## src/rtl/cfi_lp_tracker_pkg.sv

```systemverilog
// Shared types and constants for the Zicfilp landing-pad tracker.
package cfi_lp_tracker_pkg;

  // Architectural expected-landing-pad value as seen by the CSR file (xPELP).
  typedef enum logic {
    NO_LP_EXPECTED = 1'b0,
    LP_EXPECTED    = 1'b1
  } elp_t;

  // Tracker state: IDLE = ELP clear, EXPECT = ELP set, FAULT = exception pending.
  typedef enum logic [1:0] {
    LP_IDLE   = 2'd0,
    LP_EXPECT = 2'd1,
    LP_FAULT  = 2'd2
  } lp_state_e;

  localparam int unsigned SW_CHECK_CAUSE = 18;
  localparam int unsigned LP_FAULT_TVAL  = 2;

  // A label width of 0 disables label matching; keep at least one bit of
  // storage so every vector stays legal.
  function automatic int unsigned label_bits(input int unsigned w);
    return (w > 0) ? w : 1;
  endfunction

endpackage

```

## src/rtl/cfi_lp_tracker_if.sv

```systemverilog
// Commit-side and exception-side signals of the landing-pad tracker.
// Handshake: there is no backpressure. commit_valid_i[k] qualifies port k in
// the cycle it is high; commit_kill_o[k] answers in the same cycle. ex_valid_o
// stays high until the cycle trap_ack_i is seen, and drops the cycle after.
interface cfi_lp_tracker_if
  import cfi_lp_tracker_pkg::*;
#(
  parameter int unsigned NrCommitPorts = 2,
  parameter int unsigned LabelWidth    = 20,
  parameter int unsigned XLEN          = 64
) ();
  localparam int unsigned LW = label_bits(LabelWidth);

  logic [NrCommitPorts-1:0]         commit_valid_i;
  logic [NrCommitPorts-1:0]         is_ind_jump_i;
  logic [NrCommitPorts-1:0]         is_lpad_i;
  logic [NrCommitPorts-1:0][LW-1:0] lpad_label_i;
  logic [NrCommitPorts-1:0][LW-1:0] jump_label_i;
  logic                             lpe_i;
  logic                             debug_mode_i;
  logic                             xret_i;
  logic                             xret_elp_i;
  logic                             trap_i;
  logic                             trap_ack_i;
  logic                             elp_o;
  logic [NrCommitPorts-1:0]         commit_kill_o;
  logic                             ex_valid_o;
  logic [XLEN-1:0]                  ex_cause_o;
  logic [XLEN-1:0]                  ex_tval_o;
  lp_state_e                        state_o;

  modport master (
    output commit_valid_i, is_ind_jump_i, is_lpad_i, lpad_label_i, jump_label_i,
    output lpe_i, debug_mode_i, xret_i, xret_elp_i, trap_i, trap_ack_i,
    input  elp_o, commit_kill_o, ex_valid_o, ex_cause_o, ex_tval_o, state_o
  );

  modport slave (
    input  commit_valid_i, is_ind_jump_i, is_lpad_i, lpad_label_i, jump_label_i,
    input  lpe_i, debug_mode_i, xret_i, xret_elp_i, trap_i, trap_ack_i,
    output elp_o, commit_kill_o, ex_valid_o, ex_cause_o, ex_tval_o, state_o
  );
endinterface

```

## src/rtl/cfi_lp_tracker_lp_port_check.sv

```systemverilog
// One commit port of the landing-pad scan. Takes the running ELP state and
// label from the lower port and hands the updated pair to the next port.
module cfi_lp_tracker_lp_port_check
  import cfi_lp_tracker_pkg::*;
#(
  parameter int unsigned LabelWidth = 20,
  localparam int unsigned LW = label_bits(LabelWidth)
) (
  input  logic          valid_i,
  input  logic          is_ind_jump_i,
  input  logic          is_lpad_i,
  input  logic [LW-1:0] lpad_label_i,
  input  logic [LW-1:0] jump_label_i,
  input  logic          checks_on_i,
  input  lp_state_e     state_i,
  input  logic [LW-1:0] label_i,
  input  logic          killed_i,
  output lp_state_e     state_o,
  output logic [LW-1:0] label_o,
  output logic          violation_o,
  output logic          kill_o
);
  logic live;
  logic mismatch;
  logic viol;

  // A killed port never executes, so it neither checks nor sets ELP.
  assign live = valid_i && !killed_i && checks_on_i;
  // Label 0 on the LPAD is a wildcard; width 0 means presence-only checking.
  assign mismatch = (LabelWidth > 0) && (lpad_label_i != '0) && (lpad_label_i != label_i);

  // Check this port against the running state, then apply its own jump.
  always_comb begin
    state_o = state_i;
    label_o = label_i;
    viol    = 1'b0;
    if (live && (state_i == LP_EXPECT)) begin
      if (!is_lpad_i || mismatch) viol = 1'b1;
      else                        state_o = LP_IDLE;
    end
    if (live && !viol && is_ind_jump_i) begin
      state_o = LP_EXPECT;
      label_o = jump_label_i;
    end
  end

  assign violation_o = viol;
  assign kill_o      = killed_i | viol;
endmodule

```

## src/rtl/cfi_lp_tracker.sv

```systemverilog
// Zicfilp landing-pad tracker for the commit path: holds ELP and the expected
// label, scans retiring ports in order and raises a registered software-check
// exception on a landing-pad violation.
module cfi_lp_tracker
  import cfi_lp_tracker_pkg::*;
#(
  parameter int unsigned NrCommitPorts = 2,
  parameter int unsigned LabelWidth    = 20,
  parameter int unsigned XLEN          = 64
) (
  input logic             clk_i,
  input logic             rst_i,
  cfi_lp_tracker_if.slave lp
);
  localparam int unsigned LW = label_bits(LabelWidth);

  lp_state_e       state_q, state_d;
  logic [LW-1:0]   exp_label_q, exp_label_d;
  logic            ex_valid_q;
  logic [XLEN-1:0] ex_cause_q, ex_tval_q;
  logic            checks_on;
  elp_t            elp;

  lp_state_e                run_state [NrCommitPorts+1];
  logic [LW-1:0]            run_label [NrCommitPorts+1];
  logic                     run_kill  [NrCommitPorts+1];
  logic [NrCommitPorts-1:0] viol;
  logic [NrCommitPorts-1:0] kill_scan;

  // Outside debug and with xLPE set, violations are raised and ELP is set.
  assign checks_on = lp.lpe_i && !lp.debug_mode_i;

  // The scan starts from the registered state; FAULT never reaches it because
  // all ports are killed while the exception is pending.
  assign run_state[0] = (state_q == LP_EXPECT) ? LP_EXPECT : LP_IDLE;
  assign run_label[0] = exp_label_q;
  assign run_kill[0]  = 1'b0;

  for (genvar k = 0; k < NrCommitPorts; k++) begin : g_port
    cfi_lp_tracker_lp_port_check #(
      .LabelWidth (LabelWidth)
    ) u_check (
      .valid_i       (lp.commit_valid_i[k]),
      .is_ind_jump_i (lp.is_ind_jump_i[k]),
      .is_lpad_i     (lp.is_lpad_i[k]),
      .lpad_label_i  (lp.lpad_label_i[k]),
      .jump_label_i  (lp.jump_label_i[k]),
      .checks_on_i   (checks_on),
      .state_i       (run_state[k]),
      .label_i       (run_label[k]),
      .killed_i      (run_kill[k]),
      .state_o       (run_state[k+1]),
      .label_o       (run_label[k+1]),
      .violation_o   (viol[k]),
      .kill_o        (run_kill[k+1])
    );
    assign kill_scan[k] = run_kill[k+1];
  end

  // Next state: ack in FAULT, then trap, then xRET, then the commit scan.
  always_comb begin
    state_d     = state_q;
    exp_label_d = exp_label_q;
    if (state_q == LP_FAULT) begin
      if (lp.trap_ack_i) begin
        state_d     = LP_IDLE;
        exp_label_d = '0;
      end
    end else if (lp.trap_i) begin
      state_d     = LP_IDLE;
      exp_label_d = '0;
    end else if (lp.xret_i) begin
      state_d     = lp.xret_elp_i ? LP_EXPECT : LP_IDLE;
      exp_label_d = '0;
    end else if (|viol) begin
      state_d = LP_FAULT;
    end else begin
      state_d     = run_state[NrCommitPorts];
      exp_label_d = run_label[NrCommitPorts];
    end
  end

  // State, label and exception registers; the exception mirrors the next state.
  always_ff @(posedge clk_i) begin
    if (rst_i) begin
      state_q     <= LP_IDLE;
      exp_label_q <= '0;
      ex_valid_q  <= 1'b0;
      ex_cause_q  <= '0;
      ex_tval_q   <= '0;
    end else begin
      state_q     <= state_d;
      exp_label_q <= exp_label_d;
      ex_valid_q  <= (state_d == LP_FAULT);
      ex_cause_q  <= (state_d == LP_FAULT) ? XLEN'(SW_CHECK_CAUSE) : '0;
      ex_tval_q   <= (state_d == LP_FAULT) ? XLEN'(LP_FAULT_TVAL) : '0;
    end
  end

  // FAULT keeps ELP high so the CSR file saves xPELP = LP_EXPECTED.
  assign elp = (state_q == LP_IDLE) ? NO_LP_EXPECTED : LP_EXPECTED;

  assign lp.elp_o         = (elp == LP_EXPECTED);
  assign lp.commit_kill_o = (state_q == LP_FAULT) ? '1 : kill_scan;
  assign lp.ex_valid_o    = ex_valid_q;
  assign lp.ex_cause_o    = ex_cause_q;
  assign lp.ex_tval_o     = ex_tval_q;
  assign lp.state_o       = state_q;
endmodule

```

## src/flat_wrapper.sv

```systemverilog
// flat-port wrapper written by rule: the top's interface ports become plain ports
module cfi_lp_tracker_flat import cfi_lp_tracker_pkg::*;
#(
  parameter int unsigned NrCommitPorts = 2,
  parameter int unsigned LabelWidth    = 20,
  parameter int unsigned XLEN          = 64
)
  (clk_i, rst_i, lp_commit_valid_i, lp_is_ind_jump_i, lp_is_lpad_i, lp_lpad_label_i, lp_jump_label_i, lp_lpe_i, lp_debug_mode_i, lp_xret_i, lp_xret_elp_i, lp_trap_i, lp_trap_ack_i, lp_elp_o, lp_commit_kill_o, lp_ex_valid_o, lp_ex_cause_o, lp_ex_tval_o, lp_state_o);
  cfi_lp_tracker_if #(.NrCommitPorts(NrCommitPorts), .LabelWidth(LabelWidth), .XLEN(XLEN)) lp_i ();
  input logic clk_i;
  input logic rst_i;
  input wire logic [$bits(lp_i.commit_valid_i)-1:0] lp_commit_valid_i;
  input wire logic [$bits(lp_i.is_ind_jump_i)-1:0] lp_is_ind_jump_i;
  input wire logic [$bits(lp_i.is_lpad_i)-1:0] lp_is_lpad_i;
  input wire logic [$bits(lp_i.lpad_label_i)-1:0] lp_lpad_label_i;
  input wire logic [$bits(lp_i.jump_label_i)-1:0] lp_jump_label_i;
  input wire logic [$bits(lp_i.lpe_i)-1:0] lp_lpe_i;
  input wire logic [$bits(lp_i.debug_mode_i)-1:0] lp_debug_mode_i;
  input wire logic [$bits(lp_i.xret_i)-1:0] lp_xret_i;
  input wire logic [$bits(lp_i.xret_elp_i)-1:0] lp_xret_elp_i;
  input wire logic [$bits(lp_i.trap_i)-1:0] lp_trap_i;
  input wire logic [$bits(lp_i.trap_ack_i)-1:0] lp_trap_ack_i;
  output wire logic [$bits(lp_i.elp_o)-1:0] lp_elp_o;
  output wire logic [$bits(lp_i.commit_kill_o)-1:0] lp_commit_kill_o;
  output wire logic [$bits(lp_i.ex_valid_o)-1:0] lp_ex_valid_o;
  output wire logic [$bits(lp_i.ex_cause_o)-1:0] lp_ex_cause_o;
  output wire logic [$bits(lp_i.ex_tval_o)-1:0] lp_ex_tval_o;
  output wire logic [$bits(lp_i.state_o)-1:0] lp_state_o;
  assign lp_i.commit_valid_i = lp_commit_valid_i;
  assign lp_i.is_ind_jump_i = lp_is_ind_jump_i;
  assign lp_i.is_lpad_i = lp_is_lpad_i;
  assign lp_i.lpad_label_i = lp_lpad_label_i;
  assign lp_i.jump_label_i = lp_jump_label_i;
  assign lp_i.lpe_i = lp_lpe_i;
  assign lp_i.debug_mode_i = lp_debug_mode_i;
  assign lp_i.xret_i = lp_xret_i;
  assign lp_i.xret_elp_i = lp_xret_elp_i;
  assign lp_i.trap_i = lp_trap_i;
  assign lp_i.trap_ack_i = lp_trap_ack_i;
  assign lp_elp_o = lp_i.elp_o;
  assign lp_commit_kill_o = lp_i.commit_kill_o;
  assign lp_ex_valid_o = lp_i.ex_valid_o;
  assign lp_ex_cause_o = lp_i.ex_cause_o;
  assign lp_ex_tval_o = lp_i.ex_tval_o;
  assign lp_state_o = lp_i.state_o;
  cfi_lp_tracker #(.NrCommitPorts(NrCommitPorts), .LabelWidth(LabelWidth), .XLEN(XLEN)) u_core (.clk_i(clk_i), .rst_i(rst_i), .lp(lp_i));
endmodule
```

## config.mk

```make
export PLATFORM = sky130hd
export DESIGN_NAME = cfi_lp_tracker_flat
export DESIGN_NICKNAME = d
export VERILOG_FILES = /design/src/rtl/cfi_lp_tracker_pkg.sv /design/src/rtl/cfi_lp_tracker_if.sv /design/src/rtl/cfi_lp_tracker_lp_port_check.sv /design/src/rtl/cfi_lp_tracker.sv /design/src/flat_wrapper.sv
export SDC_FILE = /design/constraint.sdc
export NUM_CORES = 1
export LEC_CHECK = 0
export CORE_UTILIZATION = 30
export DETAILED_ROUTE_END_ITERATION = 16
export PLACE_DENSITY = 0.85
export SLEW_MARGIN = 20
export SYNTH_ARGS = -nofsm -noshare
export SYNTH_HDL_FRONTEND = slang
export SYNTH_SLANG_ARGS = --single-unit
```

## constraint.sdc

```tcl
create_clock -name clk_i -period 2.6 [get_ports clk_i]
set_input_delay 0.39 -clock clk_i [delete_from_list [all_inputs] [get_ports clk_i]]
set_output_delay 0.39 -clock clk_i [all_outputs]
set_load 0.005 [all_outputs]
```

Word-level counts from Yosys, hierarchy flattened
Index checks and enable logic that the tools add are counted.
- flip-flop bits (word level): 151
- word-level logic and storage cells: 67
- bitwise gates (word level): 1
- reduce and logical (&&, ||, !) cells: 24
- multiplexer cells: 28
- equality and inequality tests: 9
- operators by type and width (cell ; number):
    $mux 20 ; 7
    $ne 20x20->1 ; 2
    $reduce_bool 20->1 ; 2
    $mux 2 ; 13
    $logic_and 1x1->1 ; 12
    $mux 1 ; 7
    $eq 2x1->1 const B ; 3
    $logic_not 1->1 ; 5
    $mux 5 ; 1
    $eq 2x2->1 const B ; 2
    $ne 4x4->1 const B ; 1
    $logic_not 2->1 ; 1
    $logic_or 1x1->1 ; 2
    $ne 2x2->1 const B ; 1
    $reduce_and 2->1 ; 1
    $reduce_or 2->1 ; 1
    $or 1x1->1 ; 1

Depth between registers and ports, before layout
- word-level depth: 24
- mapped depth: 14
- gate-level depth less buffers: 11

Modules after synthesis
Synthesis repeated with hierarchy kept, for this count alone.
- cell total of the unflattened synthesis: 404
- area total of the unflattened synthesis: 3438.3 um^2
- modules (own cells, without submodules) (module ; cells an instance ; times used ; area each (um^2)):
    cfi_lp_tracker ; 264 ; 1 ; 2074.5
    cfi_lp_tracker_lp_port_check ; 70 ; 2 ; 681.9

Least setup slack after synthesis
No wires, ideal clock.
- kind: input-to-reg
- start: input lp_lpad_label_i[11]
- end: register u_core.exp_label_q[10]
- data arrival time: 2584 ps
- stages: 13
- setup slack: -55 ps
- setup time: 71 ps
- path buffers: 2
- cells stage by stage: nor4_1 -> nand3_1 -> o32ai_1 -> a21oi_1 -> buf_6 -> mux2i_2 -> xor2_1 -> nand4_1 -> o21ai_2 -> o211ai_2 -> buf_6 -> mux2_4 -> o2bb2ai_1
- word-level cells in the longest chain between the ends: 22
- elaborated cells on any way between the ends: 33
- RTL lines (what ; RTL line ; source):
    from (decl) ; flat_wrapper.sv:15 ; input wire logic [$bits(lp_i.lpad_label_i)-1:0] lp_lpad_label_i;
    $ne 20x20->1 or $reduce_bool 20->1 (tied branches) ; cfi_lp_tracker_lp_port_check.sv:30 ; assign mismatch = (LabelWidth > 0) && (lpad_label_i != '0) && (lpad_label_i != label_i);
    $logic_and 1x1->1 (*) ; cfi_lp_tracker_lp_port_check.sv:30 ;
    $logic_or 1x1->1 (*) ; cfi_lp_tracker_lp_port_check.sv:38 ; if (!is_lpad_i || mismatch) viol = 1'b1;
    $mux 1 ; cfi_lp_tracker_lp_port_check.sv:38 ;
    $mux 1 ; cfi_lp_tracker_lp_port_check.sv:37 ; if (live && (state_i == LP_EXPECT)) begin
    $logic_not 1->1 ; cfi_lp_tracker_lp_port_check.sv:28, cfi_lp_tracker_lp_port_check.sv:41 ;
    $logic_and 1x1->1 (2 in a row) ; cfi_lp_tracker_lp_port_check.sv:41 ; if (live && !viol && is_ind_jump_i) begin
    $mux 20 ; cfi_lp_tracker_lp_port_check.sv:41 ;
    [... 4 more ...] ; -- ;
    $mux 1 ; cfi_lp_tracker_lp_port_check.sv:37 ;
    $logic_not 1->1 ; cfi_lp_tracker_lp_port_check.sv:41 ;
    $logic_and 1x1->1 (2 in a row) ; cfi_lp_tracker_lp_port_check.sv:41 ;
    $mux 20 ; cfi_lp_tracker_lp_port_check.sv:41 ;
    $mux 20 ; cfi_lp_tracker.sv:75 ; end else if (|viol) begin
    $mux 20 ; cfi_lp_tracker.sv:72 ; end else if (lp.xret_i) begin
    $mux 20 ; cfi_lp_tracker.sv:69 ; end else if (lp.trap_i) begin
    $mux 20 ; cfi_lp_tracker.sv:64 ; if (state_q == LP_FAULT) begin
    to (signal assigned) ; cfi_lp_tracker.sv:93 ; exp_label_q <= exp_label_d;
    to (decl) ; cfi_lp_tracker.sv:18 ; logic [LW-1:0] exp_label_q, exp_label_d;
Mark *: on every way between the ends. The rest lies on a longest branch, timed or not. The select of a mux whose other input is x is not followed.
A chain may end at the register's enable or synchronous reset.

Final worst setup path
- start: register u_core.exp_label_q[5]
- end: output lp_commit_kill_o[1]
- word-level cells in the longest chain between the ends: 16
- elaborated cells on any way between the ends: 23
- RTL lines (what ; RTL line ; source):
    $ne 20x20->1 ; cfi_lp_tracker_lp_port_check.sv:30 ;
    $logic_and 1x1->1 ; cfi_lp_tracker_lp_port_check.sv:30 ;
    $logic_or 1x1->1 ; cfi_lp_tracker_lp_port_check.sv:38 ;
    $mux 1 ; cfi_lp_tracker_lp_port_check.sv:38 ;
    $mux 1 ; cfi_lp_tracker_lp_port_check.sv:37 ;
    $logic_not 1->1 ; cfi_lp_tracker_lp_port_check.sv:28, cfi_lp_tracker_lp_port_check.sv:41 ;
    $logic_and 1x1->1 (2 in a row) ; cfi_lp_tracker_lp_port_check.sv:41 ;
    $mux 20 ; cfi_lp_tracker_lp_port_check.sv:41 ;
    $ne 20x20->1 ; cfi_lp_tracker_lp_port_check.sv:30 ;
    $logic_and 1x1->1 ; cfi_lp_tracker_lp_port_check.sv:30 ;
    $logic_or 1x1->1 ; cfi_lp_tracker_lp_port_check.sv:38 ;
    $mux 1 ; cfi_lp_tracker_lp_port_check.sv:38 ;
    $mux 1 ; cfi_lp_tracker_lp_port_check.sv:37 ;
    $or 1x1->1 (*) ; cfi_lp_tracker_lp_port_check.sv:48 ; assign kill_o = killed_i | viol;
    $mux 2 (*) ; cfi_lp_tracker.sv:104 ; assign lp.commit_kill_o = (state_q == LP_FAULT) ? '1 : kill_scan;
    to (decl) ; flat_wrapper.sv:24 ; output wire logic [$bits(lp_i.commit_kill_o)-1:0] lp_commit_kill_o;
Mark *: on every way between the ends. The rest lies on a longest branch, timed or not.

==> qor.csv <==
metric,value,unit
hold_violations,0,
syn_inst,376,
cp-end-kind,primary output,
coreArea,0.00991,sq mm
critPathLaunchType,register,
fin_crit_sh,1.20,
die_w,104,um
setup_viol,23,
dp_slack,-1.21,ns
synthAdderAreaFrac,0,
ys_seq_elements,23,
clock_path_buffers,2,
dr.pass1.iters,5,
timing.hold.ws,0.570,ns
leakagePower,2.32,nW
grt_usage,0.177,
total_power,1.05,mW
violations,setup timing,
grt_overflow_total,0,
yosys.area_share.simple,0.0998,
via_per_inst,4.47,
dp_hpwl,8.10,mm
path_class,register to primary output,
io_pins,228,
die_y,104,um
die_area,0.0107,sq mm
wl_per_cell,15.2,um
timing.fmax,320,MHz
htreeDepth,1,
clk_latency,0.27,ns
globalplace.congestion,0.903,
vias,3110,
path_clk_slew,0.09,ns
powerDensity,220,mW/mm^2
holdCritPathClass,input port to register,
arrival,2.74,ns
stdcell_count,696,
grt_setup_unrepaired,true,
totalWireLength,10.6,mm
initialDrtViolationCount,224,
cts-root-buf,clkbuf_8,
status,"finished, violations left",
placed_cell_area,0.00443,sq mm
io_buffers,102,
drc,0,
ant_nets,0,
grt_pass1_vias,2882,
drv_slew,0,
avgSynthCellArea,8.24,sq um
setup_tns,-8.30,ns
syn_area,0.00310,sq mm
min_period,3.13,ns
finalWorstSetupSlack,-0.529,ns
finalInstanceArea,0.00477,sq mm
final_util,0.482,
cts_tree,built,
synth_top_family_by_area,buffers and inverters,
cts.sinks,23,
fin_nets,658,
synthMuxAreaShare,0.139,
synth-warning-count,0,
ir_drop,156,uV
crit_fanout,7,
synth.yosys.seq_area_share,0.149,
initial_core_util,0.312,
synth_cell_type_count,42,
area_growth,54.1,%
synth-xor-area-share,0.113,
clock-skew-final,0.00128,ns
numCtsBuffers,3,
antennaDiodeCount,0,
async_flop_share,0,
rows,36,
dp_cells,680,
grt_pass1_wl,14.9,mm
synth_edf_count,0,
synth-main-ff-cell,dfxtp_1,
synth_compound_area_frac,0.139,
layout-drive-gt1-share,0.357,
grt_max_degree,22,
maxCapViolations,0,
antenna_found_initial,0,
worst-endpoint-required,2.21,ns
==> cell usage after synthesis, types with 5 or more instances <==
master / n / area share
nand2_1: 7 / 0.0085
mux2i_1: 20 / 0.065
a21oi_1: 6 / 0.0097
dfxtp_1: 23 / 0.15
xnor2_1: 26 / 0.074
o22ai_1: 7 / 0.014
nor2_1: 8 / 0.0097
inv_1: 26 / 0.032
nand3_1: 5 / 0.0081
mux2_4: 6 / 0.029
o2bb2ai_1: 22 / 0.062
nor4_1: 14 / 0.028
buf_4: 128 / 0.31
nand4_1: 7 / 0.014
xor2_1: 14 / 0.040
mux2_2: 10 / 0.036
==> sequential cells by signal, summed over array words and instances (netlist names) <==
register / flops
u_core.lp.state_o: 2
u_core.exp_label_q: 20
u_core.lp.ex_cause_o: 1
==> power breakdown <==
group | switching, mW | internal (mW) | leakage, nW
registers | 0.00296 | 0.354 | 0.189
clock network | 0.125 | 0.110 | 0.0228
logic | 0.212 | 0.245 | 2.10
==> path summary, 6_finish.rpt <==
kind	start	end	slack (ns)	cells past startpoint
worst max-delay path	u_core.exp_label_q[5]$_SDFFE_PP0P_	lp_commit_kill_o[1]	-0.53	12
worst min-delay path	lp_jump_label_i[16]	u_core.exp_label_q[16]$_SDFFE_PP0P_	0.57	4
worst max register to register	u_core.exp_label_q[5]$_SDFFE_PP0P_	u_core.exp_label_q[17]$_SDFFE_PP0P_	-0.40	14
worst min register to register	u_core.exp_label_q[2]$_SDFFE_PP0P_	u_core.exp_label_q[2]$_SDFFE_PP0P_	0.61	2
==> what timing repair did <==
item	in CTS	in global routing
hold endpoints to repair	0	0
hold buffers	0	0
pin swaps	40	21
cloned	0	1
gates resized for setup	199	22
setup buffers	8	5
setup endpoints to repair	25	24
==> cell families (layout without fill, tap and decap cells) <==
| logic type | Yosys count | after routing |
|---|---|---|
| buffers and inverters | 163 | 226 |
| and+or+nand+nor | 56 | 56 |
| AOI/OAI and AO/OA | 55 | 55 |
| xor gates and xnor gates | 40 | 40 |
| muxes | 38 | 38 |
| DFF | 23 | 23 |
| other | 1 | 125 |
==> routing by layer <==
metal  vias to the layer above  GRT usage  wire (um)
met1                      1435      0.223       4320
met4                         0     0.0435        274
met3                        29     0.0252        842
li1                       1418          -          -
met5                         -          0          0
met2                       228      0.314       5140
==> worst max-delay path, cell delays in order, from the launching register on <==
cell	delay, ns
dfxtp_1	0.35
xnor2_1	0.25
nand4_1	0.20
nor3_2	0.25
a21oi_4	0.15
buf_12	0.16
mux2i_1	0.13
a22oi_1	0.24
nand3_1	0.12
o21ai_2	0.19
o21a_1	0.19
o21bai_1	0.07
buf_2	0.14
==> layout make-up <==
type | count | area (sq um)
Inverter | 26 | 97.6
Sequential cell | 23 | 472
Multi-Input combinational cell | 314 | 2260
Clock buffer | 4 | 45.0
Fill cell | 919 | 5140
Timing Repair Buffer | 196 | 1730
Tap cell | 133 | 166
==> placed cells by master (no fill, tap or decap), types with 3 or more instances in the layout <==
| cell type | count |
|---|---|
| buf_4 | 85 |
| o22ai_1 | 6 |
| nand4_1 | 7 |
| inv_1 | 25 |
| mux2_4 | 6 |
| nor4_2 | 6 |
| o21a_1 | 3 |
| a21oi_1 | 5 |
| nand2_1 | 6 |
| mux2i_2 | 3 |
| dfxtp_2 | 6 |
| clkbuf_8 | 3 |
| mux2i_1 | 19 |
| xor2_1 | 11 |
| xnor2_1 | 17 |
| buf_2 | 20 |
| nor2_1 | 7 |
| buf_12 | 6 |
| mux2_2 | 10 |
| nand3_1 | 3 |
| xnor2_2 | 8 |
| dlygate4sd2_1 | 11 |
| xor2_2 | 3 |
| nand2b_1 | 4 |
| o2bb2ai_1 | 20 |
| clkdlybuf4s15_2 | 8 |
| dfxtp_1 | 16 |
| clkdlybuf4s50_1 | 51 |
| conb_1 | 125 |
| nor4_1 | 7 |
| buf_6 | 9 |
(Power assumes the default switching activity.)
